$ cat config.mk
export PLATFORM = sky130hd
export DESIGN_NAME = seq_muldiv
export DESIGN_NICKNAME = d
export VERILOG_FILES = /design/src/rtl/seq_muldiv.sv
export SDC_FILE = /design/constraint.sdc
export NUM_CORES = 1
export LEC_CHECK = 0
export ABC_CLOCK_PERIOD_IN_PS = 3600
export CELL_PAD_IN_SITES_DETAIL_PLACEMENT = 0
export CELL_PAD_IN_SITES_GLOBAL_PLACEMENT = 2
export CORE_ASPECT_RATIO = 1.75
export CORE_MARGIN = 2
export CORE_UTILIZATION = 35
export DETAILED_ROUTE_END_ITERATION = 6
export PLACE_DENSITY = 0.83
export SYNTH_ARGS = -nofsm -noshare
export SYNTH_HDL_FRONTEND = slang
export SYNTH_SLANG_ARGS = --single-unit
$ cat constraint.sdc
create_clock -name clk -period 3.6 [get_ports clk]
set_input_delay 0.54 -clock clk [delete_from_list [all_inputs] [get_ports clk]]
set_output_delay 0.54 -clock clk [all_outputs]
set_load 0.1 [all_outputs]
$ cat src/rtl/seq_muldiv.sv
// Iterative multiply/divide unit: unsigned/signed shift-add multiply and
// restoring divide on magnitudes, with sign fix-up in a final cycle.
module seq_muldiv #(
  parameter int WIDTH = 32
) (
  input  logic             clk,
  input  logic             reset,
  input  logic             start,
  input  logic [1:0]       op,
  input  logic [WIDTH-1:0] a,
  input  logic [WIDTH-1:0] b,
  output logic             busy,
  output logic             done,
  output logic [WIDTH-1:0] result_lo,
  output logic [WIDTH-1:0] result_hi,
  output logic             div_by_zero
);

  localparam int CW = (WIDTH > 1) ? $clog2(WIDTH) : 1;

  typedef enum logic [1:0] {S_IDLE, S_RUN, S_FIX, S_DONE} state_t;

  state_t           state_q;
  logic [CW-1:0]    cnt_q;
  logic             is_div_q;
  logic [WIDTH-1:0] mag_q;     // multiplicand or divisor magnitude
  logic [WIDTH-1:0] hi_q;      // upper accumulator / remainder
  logic [WIDTH-1:0] lo_q;      // multiplier-product low / quotient
  logic [WIDTH-1:0] a_raw_q;
  logic             neg_lo_q;
  logic             neg_hi_q;
  logic             dz_q;
  logic             busy_q;
  logic             done_q;
  logic [WIDTH-1:0] res_lo_q;
  logic [WIDTH-1:0] res_hi_q;
  logic             dz_out_q;

  logic             sign_a;
  logic             sign_b;
  logic [WIDTH-1:0] abs_a;
  logic [WIDTH-1:0] abs_b;
  logic [WIDTH:0]   sum;
  logic [WIDTH-1:0] mul_hi_d;
  logic [WIDTH-1:0] mul_lo_d;
  logic [WIDTH:0]   shl;
  logic [WIDTH:0]   trial;
  logic [WIDTH-1:0] div_hi_d;
  logic [WIDTH-1:0] div_lo_d;
  logic [2*WIDTH-1:0] prod_fix;
  logic [WIDTH-1:0] res_lo_d;
  logic [WIDTH-1:0] res_hi_d;

  always_comb begin
    sign_a = op[0] & a[WIDTH-1];
    sign_b = op[0] & b[WIDTH-1];
    abs_a  = sign_a ? (~a + 1'b1) : a;
    abs_b  = sign_b ? (~b + 1'b1) : b;

    // Multiply step: add then shift the {carry, hi, lo} chain right.
    sum      = {1'b0, hi_q} + {1'b0, {WIDTH{lo_q[0]}} & mag_q};
    mul_hi_d = sum[WIDTH:1];
    mul_lo_d = {sum[0], lo_q[WIDTH-1:1]};

    // Divide step: the shifted remainder needs WIDTH+1 bits before the trial.
    shl      = {hi_q, lo_q[WIDTH-1]};
    trial    = shl - {1'b0, mag_q};
    div_hi_d = trial[WIDTH] ? shl[WIDTH-1:0] : trial[WIDTH-1:0];
    div_lo_d = {lo_q[WIDTH-2:0], ~trial[WIDTH]};

    prod_fix = neg_lo_q ? (~{hi_q, lo_q} + 1'b1) : {hi_q, lo_q};
    if (is_div_q) begin
      if (dz_q) begin
        res_lo_d = '1;
        res_hi_d = a_raw_q;
      end else begin
        res_lo_d = neg_lo_q ? (~lo_q + 1'b1) : lo_q;
        res_hi_d = neg_hi_q ? (~hi_q + 1'b1) : hi_q;
      end
    end else begin
      res_lo_d = prod_fix[WIDTH-1:0];
      res_hi_d = prod_fix[2*WIDTH-1:WIDTH];
    end
  end

  always_ff @(posedge clk) begin
    if (reset) begin
      state_q  <= S_IDLE;
      cnt_q    <= '0;
      is_div_q <= 1'b0;
      mag_q    <= '0;
      hi_q     <= '0;
      lo_q     <= '0;
      a_raw_q  <= '0;
      neg_lo_q <= 1'b0;
      neg_hi_q <= 1'b0;
      dz_q     <= 1'b0;
      busy_q   <= 1'b0;
      done_q   <= 1'b0;
      res_lo_q <= '0;
      res_hi_q <= '0;
      dz_out_q <= 1'b0;
    end else begin
      case (state_q)
        S_IDLE: begin
          if (start) begin
            is_div_q <= op[1];
            cnt_q    <= '0;
            hi_q     <= '0;
            a_raw_q  <= a;
            neg_lo_q <= sign_a ^ sign_b;
            neg_hi_q <= op[1] & sign_a;
            dz_q     <= op[1] & (b == '0);
            dz_out_q <= 1'b0;
            busy_q   <= 1'b1;
            if (op[1]) begin
              mag_q <= abs_b;
              lo_q  <= abs_a;
            end else begin
              mag_q <= abs_a;
              lo_q  <= abs_b;
            end
            state_q <= S_RUN;
          end
        end
        S_RUN: begin
          if (is_div_q) begin
            hi_q <= div_hi_d;
            lo_q <= div_lo_d;
          end else begin
            hi_q <= mul_hi_d;
            lo_q <= mul_lo_d;
          end
          cnt_q <= cnt_q + 1'b1;
          if (cnt_q == CW'(WIDTH - 1)) state_q <= S_FIX;
        end
        S_FIX: begin
          res_lo_q <= res_lo_d;
          res_hi_q <= res_hi_d;
          dz_out_q <= dz_q;
          busy_q   <= 1'b0;
          done_q   <= 1'b1;
          state_q  <= S_DONE;
        end
        S_DONE: begin
          done_q  <= 1'b0;
          state_q <= S_IDLE;
        end
        default: state_q <= S_IDLE;
      endcase
    end
  end

  assign busy        = busy_q;
  assign done        = done_q;
  assign result_lo   = res_lo_q;
  assign result_hi   = res_hi_q;
  assign div_by_zero = dz_out_q;

endmodule

==> reports/metrics.cfg <==
[status]
status=completed

[floorplanning]
initial_core_util_pct=35.31
die_y_um=288.4
coreArea_um2=45800
rows=104
dieArea_um2=48020
io_pins=136
die_w_um=166.5

[cells_and_area]
fin_area_um2=20290
synthToLayoutAreaGrowth_pct=25.46
register_area_um2=4130
final_nets=2588
fillers=4707
num_antenna_cells=0
layout_common_cells=nand2_1 (269), buf_4 (236), nor2_1 (234)
layout-drive-gt1-share_pct=13.79
multi_input_area_um2=11250
mostFrequentLayoutCell=nand2_1

[synth]
synth_fa_ha_area_share_pct=5.972
synthXorXnorAreaFrac_pct=10.99
seq_area_frac_synth_pct=25.50
synthArstFlopShare_pct=0
synth_area_um2=16180
synth_nets=2353
ys_warn_count=0
ys_seq_elements=206
synth_enable_flop_cells=0
syn_inst=2208
synth-compound-area-share_pct=26.30
avgSynthCellArea_um2=7.326
synth-simple-area-share_pct=21.21
synthFlopType=dfxtp_1
synth_top_family_by_area=compound AO/OA/AOI/OAI gates
ys_types=81
synth.area.mux_share_pct=4.463

[global_route]
grt_overflow=0
grt_first_pass_wirelength_mm=103.7
grt_max_degree=82
antenna_found_initial=0
grtUsageTotal_pct=27.88
grt_pass1_vias=17400

[sta]
finalCritPeriodShare_pct=95.63
fin_tns_setup_ps=0
fmax_mhz=290.5
slew_violations=0
fin_skew_ps=26.06
worst_slew_pin_slew_ps=1047
timing.slew.headroom_pct=29.95
rsz0062_at_grt=yes
fin_ws_ps=157.2
min_period_ps=3443
hold_viol=0
setup_viol=0

[setup_path]
crit_path_max_incr_delay_ps=360
cp_top_family=compound AO/OA/AOI/OAI gates
crit_chain=inv_1 > buf_4 > nor2_1 > ha_1 > nor2b_1 > o31a_1 > o311a_1 > nor4_1 > buf_4 > o21ai_0 > and4_1 > o22a_1 > buf_4 > xor2_1 > a22oi_1 > o21ai_0
crit_buf_inv=4
slowest_stage=dfxtp_1
end_kind=flop
rr_startpoint=lo_q[0]
required_ps=4030
cpMostUsedCell=buf_4
startpoint=lo_q[0]
crit_arrival_ps=3870
cp_max_fo=4
cp-start-kind=flop
critPathKind=reg -> reg

[hold_path]
worstHoldPathType=in -> reg
min_from=reset

[run]
drv_cap=0

[clocking]
cts_max_level=1
cts_tree=done
cts_root_buffer=clkbuf_16
cts_setup_buffers=0
cts_num_sinks=206
cts_made_buffers=22
path_clk_slew_ps=60
clkLatencyLatePin_ps=550
clockBufferDepth=3

[power_and_ir_drop]
seqPwrFrac_pct=24.1
vdd_ir_drop_max_v=0.0006358
power_leakage_nw=7.997
power.internal_mw=6.905
p_per_area_nw_per_um2=670.8
power_switching_mw=6.709
combinationalPowerShare_pct=57.9
clockPowerShare_pct=18.0
netSwitchingFraction_pct=49.28

[drt]
drtAntennaViolNets=0
routed_wirelength_mm=69.09
routedWlPerCell_um=22.72
drc=0
num_vias=17120
dr.pass1.iters=7
drt_iter0_markers=1011
via_per_inst=5.630

[placed_design]
pre_cts_ws_ps=-104.5
port_buffers=135
postPlaceCellArea_um2=19510
hpwlAfterDp_mm=55.19
gp_congestion=0.9303

==> flip-flops by register name (all words and copies together), names as in the netlist <==
name	count
is_div_q	1
neg_lo_q	1
result_lo	32
busy	1
div_by_zero	1
cnt_q	5
result_hi	32
done	1
dz_q	1
hi_q	32
a_raw_q	32
mag_q	32
neg_hi_q	1
lo_q	32
state_q	2
==> metal layers <==
layer / track usage [%] / routed length [µm] / vias up
li1: - / - / 8328
met4: 17.44 / 4831 / 0
met5: 0 / 0 / -
met2: 55.18 / 37180 / 475
met1: 28.12 / 24920 / 8142
met3: 1.809 / 2157 / 177
==> worst register-to-register path: cells and delay by family (launching register included) <==
| kind | cells | cell delay [ps] |
|---|---|---|
| adders and majority gates | 1 | 280 |
| AOI/OAI and AO/OA | 6 | 1170 |
| and+or+nand+nor | 4 | 790 |
| buffers and inverters | 4 | 590 |
| xor gates and xnor gates | 1 | 130 |
| DFF | 1 | 360 |
==> synth_stat cells, drive strengths merged (5+ instances only) <==
cell | n | area [µm²]
or2 | 12 | 75.08
and3 | 14 | 87.58
a21o | 26 | 195.2
o211ai | 33 | 247.7
or3 | 18 | 112.6
nand2 | 270 | 1013
a32o | 6 | 60.06
a311oi | 5 | 43.79
a22oi | 23 | 172.7
o21ai | 155 | 783.3
a21oi | 191 | 955.9
o22ai | 9 | 56.30
o21a | 7 | 52.55
mux2 | 17 | 191.4
nand3 | 31 | 155.2
nor3 | 47 | 246.5
o21bai | 8 | 60.06
xor2 | 76 | 665.6
inv | 73 | 274.0
a31oi | 11 | 68.82
nor4 | 20 | 131.4
o31ai | 25 | 187.7
a211oi | 95 | 713.2
nand2b | 43 | 276.5
o311ai | 5 | 43.79
clkbuf | 142 | 533.0
and4 | 5 | 46.29
nor2 | 235 | 882.1
nor2b | 9 | 56.30
buf | 20 | 90.08
and2 | 9 | 56.30
ha | 74 | 925.9
dfxtp | 206 | 4124
o221ai | 9 | 78.83
or4 | 17 | 142.6
xnor2 | 127 | 1112
a221o | 6 | 60.06
o41ai | 12 | 105.1
nand4 | 12 | 75.07
mux2i | 53 | 530.5
==> metrics by stage <==
step	hold slack, ps	power (mW)	std cells	util (%)
after floorplan	431.9	8.273	2208	-
after global placement	441.1	11.09	3002	42.59
after detailed placement	448.3	11.14	3002	42.59
after CTS	353.3	13.61	3041	44.23
after global routing	383.9	14.32	3041	44.31
final	396.8	13.61	3041	44.31
==> final cells by class <==
type	count	area share, %
well taps	583	3.594
inverters	74	1.369
repair buffers	373	15.57
flip-flops and latches	206	20.35
multi-input cells	1766	55.42
clock buffers	32	3.194
clock inverters	7	0.5055
==> logic make-up after synthesis <==
kind of cell,after synthesis
AOI/OAI and AO/OA,666
xor gates and xnor gates,203
adders and majority gates,76
buffers and inverters,236
DFF,206
muxes,70
and+or+nand+nor,751
==> repair_timing <==
action,4_1_cts,5_1_grt
hold endpoints to repair,0,0
setup endpoints to repair,0,8
hold buffers,0,0
resized for setup,0,9
==> worst paths after layout <==
check | slack, ps | endpoint | cells after the start
max reg2reg | 160 | hi_q[23] | 16
min | 400 | mag_q[29] | 2
min reg2reg | 460 | mag_q[10] | 2
max | 160 | hi_q[23] | 16
==> power by group through the flow <==
| stage | combinational [mW] | sequential, mW | clock, mW |
|---|---|---|---|
| after floorplan | 3.90 | 4.37 | 0 |
| after global placement | 7.77 | 3.31 | 0 |
| after detailed placement | 7.81 | 3.33 | 0 |
| after CTS | 7.84 | 3.28 | 2.49 |
| after global routing | 8.42 | 3.35 | 2.55 |
| final | 7.89 | 3.28 | 2.45 |
Power figures use the tool's default switching activity.
